### config.mk
export PLATFORM = sky130hd
export DESIGN_NAME = event_counter
export DESIGN_NICKNAME = d
export VERILOG_FILES = /design/src/rtl/event_counter_pkg.sv /design/src/rtl/event_counter.sv
export SDC_FILE = /design/constraint.sdc
export NUM_CORES = 1
export LEC_CHECK = 0
export CORE_MARGIN = 4
export CORE_UTILIZATION = 46
export DETAILED_ROUTE_END_ITERATION = 8
export MAX_ROUTING_LAYER = met4
export PLACE_DENSITY_LB_ADDON = 0.08
export SYNTH_ARGS = -nofsm -noshare
export SYNTH_HDL_FRONTEND = slang
export SYNTH_SLANG_ARGS = --single-unit
### constraint.sdc
create_clock -name clk -period 1.6 [get_ports clk]
set_input_delay 0.24 -clock clk [delete_from_list [all_inputs] [get_ports clk]]
set_output_delay 0.24 -clock clk [all_outputs]
set_load 0.03 [all_outputs]
### src/rtl/event_counter_pkg.sv
// event_counter_pkg: shared width default, count type and max-value helper for event_counter.
package event_counter_pkg;
    localparam int DEFAULT_WIDTH = 16;
    typedef logic [DEFAULT_WIDTH-1:0] count_t;
    function automatic logic [31:0] max_count(input int w);
        return (w >= 32) ? 32'hFFFF_FFFF : (32'd1 << w) - 32'd1;
    endfunction
endpackage

### src/rtl/event_counter.sv
// event_counter: registered event total with overflow pulse, or sticky saturation flag
// when EVENT_COUNTER_SATURATE_EN is defined.
module event_counter
    import event_counter_pkg::*;
#(
    parameter int WIDTH = DEFAULT_WIDTH
) (
    input  logic             clk,
    input  logic             rst,
    input  logic             en,
    output logic [WIDTH-1:0] count,
    output logic             wrap
);
    localparam logic [WIDTH-1:0] MAX = WIDTH'(max_count(WIDTH));
    // Initialisers give the zero power-up state, since rst may be tied low.
    logic [WIDTH-1:0] count_q = '0;
    logic             wrap_q  = 1'b0;
    logic [WIDTH-1:0] count_d;
    logic             wrap_d;
    logic             at_max;
    always_comb begin
        at_max = count_q == MAX;
`ifdef EVENT_COUNTER_SATURATE_EN
        count_d = rst ? '0 : (!en || at_max) ? count_q : count_q + WIDTH'(1);
        wrap_d  = !rst && (wrap_q || (en && at_max));
`else
        count_d = rst ? '0 : !en ? count_q : at_max ? '0 : count_q + WIDTH'(1);
        wrap_d  = !rst && en && at_max;
`endif
    end
    always_ff @(posedge clk) begin
        count_q <= count_d;
        wrap_q  <= wrap_d;
    end
    assign count = count_q;
    assign wrap  = wrap_q;
`ifndef SYNTHESIS
`ifdef EVENT_COUNTER_SATURATE_EN
    always_ff @(posedge clk) begin
        if (wrap_q) assert (count_q == MAX) else $error("saturation flag set below max");
    end
`endif
`endif
endmodule

After elaboration in Yosys (flattened, before gate mapping). Cells that the tools add are included. Widths: inputs -> output; s select.

Bits in registers: 17. Latch bits: 0. Bits in writable memories: 0. Memory bits (read-only): 0. Input bits: 3. Output and inout port bits: 17. Word-level logic and storage cells: 8. Memories: 0.

Add/sub/neg operators: 1. $mul: 0. Div/mod/pow operators: 0. Order comparisons: 0. Equal/unequal tests: 1. Shift operators: 0. Mux-type cells: 1. Bitwise logic cells: 0. Reduce and logical (&&, ||, !) cells: 3.

Operator list (number): $add 16x1->16 const B (1); $eq 16x16->1 const B (1); $mux 16 (1); $logic_and 1x1->1 (2); $logic_not 1->1 (1).

Logic depth before layout (Yosys ltp). Gate-level depths: netlist of run 1.

Depth in word-level cells: 3. Mapped depth: 6. Gate-level depth less buffers: 5.

Worst setup path before layout of run 1. OpenSTA, ideal clock, no wires.

Path type: register -> register. Start: reg count_q[0], in the netlist count[0]. End: reg count_q[0], in the netlist count[0]. Library setup time: 115 ps. Data arrival time: 1571 ps. Path slack: -87 ps. Cell stages (with the launch flop): 7. Buffers on the path: 1. Period minus slack after synthesis: 1687 ps. Path through: dfxtp_1 ha_1 inv_1 nor3_1 a31o_2 buf_4 nor2_1.

Word-level cells in the longest chain between the ends: 2. Elaborated cells on any way between the ends: 3. Those cells by class: add/sub: 1; eq/ne: 1; mux: 1.

Ends and longest elaborated chain: start: declaration (RTL line event_counter.sv:16) `logic [WIDTH-1:0] count_q = '0;`; start signal: assignment (RTL line event_counter.sv:32) `count_q <= count_d;`; $add 16x1->16 or $eq 16x16->1 (tied branches) (RTL line event_counter.sv:27, event_counter.sv:22); $mux 16 (*) (RTL line event_counter.sv:27) `count_d = rst ? '0 : !en ? count_q : at_max ? '0 : count_q + WIDTH'(1);`.

Mark *: on every way between the ends. The rest lies on a longest branch, timed or not. A chain may end at the register's enable or synchronous reset.

Worst setup path in the final report of run 1.
Start: reg wrap_q, in the netlist wrap. End: out wrap.

RTL lines: start: declaration (RTL line event_counter.sv:17) `logic wrap_q = 1'b0;`; start signal: assignment (RTL line event_counter.sv:33) `wrap_q <= wrap_d;`; end: declaration (RTL line event_counter.sv:12) `output logic wrap`.

No word-level cell between the ends.

==> key figures, run 1 <==
STA
  – Setup TNS: 0 ns
  – Final min period: 1.53 ns
  – Worst slew margin: 0.769
  – Final Hold Viols: 0
  – Final setup violating endpoints: 0
  – Period utilisation layout: 0.953
  – Max Slew Vio Count: 0
  – Fmax: roughly 0.66 GHz
  – RSZ-0062 raised after global routing: no
  – Worst Tran Pin Value: 0.344 ns
  – Clock skew: 0.00113 ns

Power and ir drop
  – Logic pwr share: 0.094
  – Clock power share: 0.320
  – Net Sw Frac: 0.247
  – Total Power: approximately 0.74 mW
  – Static leakage: about 0.48 nW
  – Power Dens Cells: about 700 mW/mm²
  – Net Switching: between 0.15 and 0.2 mW
  – Internal power: 0.556 mW
  – IR drop worst, VDD: about 560 µV
  – Reg power frac: 0.586

Routing
  – Via count: roughly 690
  – Final wirelength: ~1800 µm
  – Wire per inst: about 13 µm
  – Pre-antenna DRT Iters: 4
  – Residual DRC: 0
  – DRT iter0 DRCs: 4
  – ANT nets after route: 0
  – Vias per cell: between 5 and 6

CTS
  – # clock sinks: 17
  – CTS tree: done
  – Clk slew on worst S/H paths: 0.10 ns
  – Clock buffer depth: 2
  – CTS buffer count: 3
  – Root Driver: clkbuf_4
  – H-tree levels: 1
  – Worst-skew pair later-pin latency: about 0.30 ns

Final layout
  – Post-Route Utilization: 0.673
  – Ant. Diodes: 0
  – Layout cells sized above 1: 0.157
  – Fill count: ~140
  – Layout area overhead: 34.7%
  – Final nets: 120

Synthesis
  – Synthesized area per cell: 8.96 µm²
  – Synth Net Count: a little over 90
  – Seq cells post-synth: 17
  – Mapped cell area: between 700 and 800 µm²
  – Synth warnings: 0
  – Post-synthesis sequential area ratio: 0.437
  – Cell variety after synth: 20
  – Synth Instances: 87

Floorplanning
  – Die height: roughly 49 µm
  – Starting Density: 0.500
  – Die width: 49.2 µm
  – Core footprint: ~0.0016 mm²
  – Num rows: 14
  – I/O Pins: 20
  – Die Footprint: 0.00242 mm²

Worst setup path
  – Critical Path AT: around 1.3 ns
  – Cell family with most CP delay: buffers and inverters
  – Max FO, Critical Path: 1
  – Critical Path Sink Type: output pin
  – Register-to-Register Path Depth: 5
  – Worst EP required: around 1.4 ns
  – Critical-path top delay cell: clkdlybuf4s50_1
  – Worst setup path start: wrap
  – Critical Path Stages: 1
  – Critical path, cell by cell: clkdlybuf4s50_1
  – Element type at the critical path start: flop
  – Critical path type: flop to output pin
  – CP peak stage delay: 0.67 ns
  – Worst path bufs/invs: 1
  – FF-to-FF Start: count[0]

Job
  – Max cap viols: 0

GRT
  – Vias in the first global route: about 670
  – Global-route wire length before repair: roughly 2900 µm
  – Antenna violations before repair: 0
  – Gr ovfl total: 0
  – GRT Util Overall: 0.159
  – Largest net degree at the start of global routing: 13

Outcome
  – Status: completed

Hold path
  – Worst hold path depth: 2
  – Path type of the worst min-delay path: flop to flop
  – Hold Startpoint: count[15]

Placed design
  – I/O Buffers: 19
  – Final Wtd Congestion: 0.829
  – Post-DP HPWL: 1270 µm
-- final timing paths --
path | to | slack (ns)
max | wrap | 0.07
max reg2reg | count[14] | 0.09
min reg2reg | wrap | 0.52
min | wrap | 0.52
-- layout make-up --
type	instances	area [µm²]	area share
multi-input cells	63	412	0.392
clock buffers	4	26.3	0.0250
inverters	4	15.0	0.0143
flip-flops and latches	17	343	0.327
well taps	16	20.0	0.0191
repair buffers	27	234	0.223
-- cells in the final DEF (no fill, tap or decap) --
cell type,Yosys,layout
dlygate4sd2_1,0,15
clkbuf_1,0,1
a31o_4,0,1
nand4_2,1,1
dfxtp_1,17,15
dfxtp_2,0,2
nor2b_1,1,1
nor3_2,0,1
mux2_2,1,1
clkdlybuf4s50_1,0,3
dlymetal6s2s_1,0,1
xnor2_1,10,10
nand2_1,5,5
nor2_1,19,19
nor4_1,5,5
mux2i_1,1,1
buf_4,2,8
nand4_1,4,4
nand4_4,1,1
xor2_1,4,4
or3_1,1,1
ha_1,1,1
inv_1,4,4
nand3_1,4,4
clkbuf_4,0,3
nor3_1,4,3
-- routing by layer --
layer | part of all wire | GRT usage | routed length, µm
met5 | 0 | - | 0
met4 | 0.032 | 0.0853 | 57
met3 | 0.036 | 0.0642 | 63
met2 | 0.47 | 0.241 | 834
met1 | 0.46 | 0.178 | 801
-- logic make-up after synthesis --
group | share of synthesized area
simple gates | 0.299
flops | 0.437
xor+xnor | 0.157
buf+inv | 0.0530
mux | 0.0273
compound gates | 0.0112
fa+ha+maj | 0.0160
-- flip-flops by register name, summed over array words and instances (netlist names) --
name   flops
wrap       1
count     16
-- stage by stage --
| stage | hold slack [ns] | worst slack [ns] | std cells | area, µm² |
|---|---|---|---|---|
| after floorplan | 0.312 | 0.0445 | 87 | 782 |
| after global placement | 0.485 | -0.123 | 127 | 1030 |
| after detailed placement | 0.484 | -0.240 | 127 | 1030 |
| after CTS | 0.493 | 0.00467 | 131 | 1030 |
| after global routing | 0.546 | 0.0140 | 131 | 1050 |
| final | 0.519 | 0.0748 | 131 | 1050 |
-- cells in the mapped netlist, drive strengths merged --
master | number | area share
a31o | 1 | 0.011
buf | 3 | 0.034
dfxtp | 17 | 0.44
ha | 1 | 0.016
inv | 4 | 0.019
mux2 | 1 | 0.014
mux2i | 1 | 0.013
nand2 | 5 | 0.024
nand3 | 4 | 0.026
nand4 | 6 | 0.075
nor2 | 19 | 0.091
nor2b | 1 | 0.0080
nor3 | 4 | 0.026
nor4 | 5 | 0.040
or3 | 1 | 0.0080
xnor2 | 10 | 0.11
xor2 | 4 | 0.045
-- power by group through the flow --
stage                     clock network [mW]  registers [mW]  logic [mW]
after floorplan                            0           0.457      0.0232
after global placement                     0           0.442      0.0703
after detailed placement                   0           0.442      0.0714
after CTS                              0.240           0.433      0.0677
after global routing                   0.263           0.434      0.0740
final                                  0.237           0.433      0.0694
-- timing repair --
item | in CTS | in global routing
endpoints found under the setup margin | 15 | 14
resized for setup | 15 | 3
hold buffers | 0 | 0
buffers inserted | 0 | 0
pin swaps | 0 | 0
Power figures use the tool's default switching activity.
==> run 2, diff against run 1 <==
GPL_TIMING_DRIVEN = 1   (was default)
==> results of run 2 <==
Same layout as run 1: the final DEF is identical, and so are final timing and power.
==> patch (settings of run 2) <==
The package constant `DEFAULT_WIDTH` goes from 16 to 12.
--- a/src/rtl/event_counter_pkg.sv
+++ b/src/rtl/event_counter_pkg.sv
@@ -2,3 +2,3 @@
 package event_counter_pkg;
-    localparam int DEFAULT_WIDTH = 16;
+    localparam int DEFAULT_WIDTH = 12;
     typedef logic [DEFAULT_WIDTH-1:0] count_t;
Ports: changed (resized count); port bits go from 20 to 16. The function was not compared with the original's and may differ.
==> patch against run 2 <==
  * Synthesized cell count down 22%
  * Routed wire length is 22% lower
  * Non-clock buffer count is 1 lower
  * Cell area is 14% lower
  * Count of clock-buffer cells in the layout stayed put
  * Sequential share of layout area shrank 2.6 points
  * Area after synthesis shrank 23%
  * Setup slack got worse by 12 ps
  * Sequential cell count down 4
  * Total power down 15%
  * Largest cell class unchanged
  * Largest power group unchanged
==> patch: results (changes against run 2) <==
Place
  • Pre-CTS setup slack: -126 ps (+114 ps)
  • Routability cong.: 0.763 (-8.0%)
  • Input/output buffers: 15 (-4)
  • Placed inst area: 862 µm² (-16%)
  • Post-DP HPWL: 1.04 mm (-18%)
  • Placed cells: 105 (-17%)

Timing
  • Slew HR: 0.783 (+0.0145)
  • Max Clock Skew: 1.65 ps (+0.514 ps)
  • Worst Setup Slack, final: 62.9 ps (-12.0 ps)

Finish
  • Max reg flops: 12 (-4)
  • Fill count: 90 (-38%)
  • Post-Layout Cell Count: 109 (-17%)
  • Layout cells sized above 1: 0.274 (+0.117)
  • # nets final: 100 (-17%)

Pwr
  • Static Leak: 0.453 nW (-5.8%)
  • PwrDens: 695 mW/mm² (-1.2%)
  • Logic pwr share: 0.134 (+0.040)
  • Cell Int Power: 0.469 mW (-16%)
  • Peak supply drop: 515 µV (-7.7%)
  • Clock network power: 0.201 mW (-15%)

Critical path
  • Worst Setup SP: count[1]
  • Crit path to: count[1]
  • R2r setup slk: 100 ps
  • Crit path DAT: 1300 ps
  • RR Startpoint: count[8]
  • Worst reg2reg path endpoint: count[1]
  • Worst-path maximum fanout: 4 (+3)
  • Reg2Reg Depth: 3 (-2)

Detailed routing
  • Drt pass-1 iters: 4 (unchanged)
  • Number of vias per cell: 5.53 (+4.9%)
  • Total wire length: 1.38 mm (-22%)
  • DR iter-0 viols: 22 (+18)

Run status
  • Status: complete, no violations

Yosys
  • Syn Inst Count: 68 (-22%)
  • Post-synth top cells: dfxtp_1, a21oi_1, nor2_1, or4_1
  • Sequential area share after synthesis: 0.432 (-0.00506)
  • Top cells by area, synth: dfxtp_1, or4_1, a21oi_1
  • Syn_nets: 72 (-21%)
  • Synth cell types: 22 (+10%)
  • Ys flop type: dfxtp_1

CTS
  • CTS Root Cell: clkbuf_4
  • Clk_lat worst skew: 270 ps (-30 ps)
  • Worst-path clk slew: 80 ps (-20 ps)
  • Htree depth: 1 (unchanged)

GRT
  • First-pass GRT wire length: 2.45 mm (-15%)
  • Initial antenna violation count: 0 (unchanged)
  • Largest net degree at the start of global routing: 8 (-5)
  • Number of global-route vias before repair: 600 (-9.8%)
  • Tot GR Track Use: 0.173 (+0.0132)
[patch: logic make-up (layout without fill, tap and decap cells)]
group                    after synthesis  count (layout)  share of synthesized area
AND/OR/NAND/NOR                       28              28                      0.270
AO/OA/AOI/OAI                         16              16                      0.178
flip-flops                            13              13                      0.432
buffers and inverters                  6              33                     0.0415
XOR/XNOR                               4               4                     0.0581
adder cells (fa/ha/maj)                1               1                     0.0207
[patch: layout make-up]
type	count	area (µm²)	share of cell area
clock buffers	4	26.3	0.0291
inverters	3	11.3	0.0125
repair buffers	26	243	0.269
flip-flops and latches	13	272	0.301
well taps	14	17.5	0.0194
multi-input cells	49	334	0.370
[patch: repair_timing]
action                                 CTS  global route
gates cloned                             0             0
buffers inserted                         0             0
setup endpoints to repair                4            14
gates resized for setup                  4             7
endpoints found under the hold margin    0             0
[patch: worst min path at each step]
stage | end | from | slack (ps) | cells past startpoint
CTS | count[10] | count[10] | 500 | 2
detailed placement | count[10] | count[10] | 480 | 2
global placement | count[10] | count[10] | 470 | 2
floorplan | count[2] | rst | 530 | 2
finish | count[10] | count[10] | 490 | 2
global route | count[10] | count[10] | 510 | 2
[patch: per-stage QoR]
| step | utilization | hold slack (ps) |
|---|---|---|
| final | 0.771 | 492 |
| after global routing | 0.771 | 514 |
| after CTS | 0.754 | 497 |
| after detailed placement | 0.736 | 485 |
| after global placement | 0.736 | 468 |
| after floorplan | - | 531 |
[patch: routing by layer]
metal | global-route usage | wire length, µm | part of all wire
met5 | - | 0 | 0
met4 | 0.0422 | 0 | 0
met3 | 0.0813 | 95 | 0.069
met2 | 0.276 | 646 | 0.47
met1 | 0.193 | 635 | 0.46
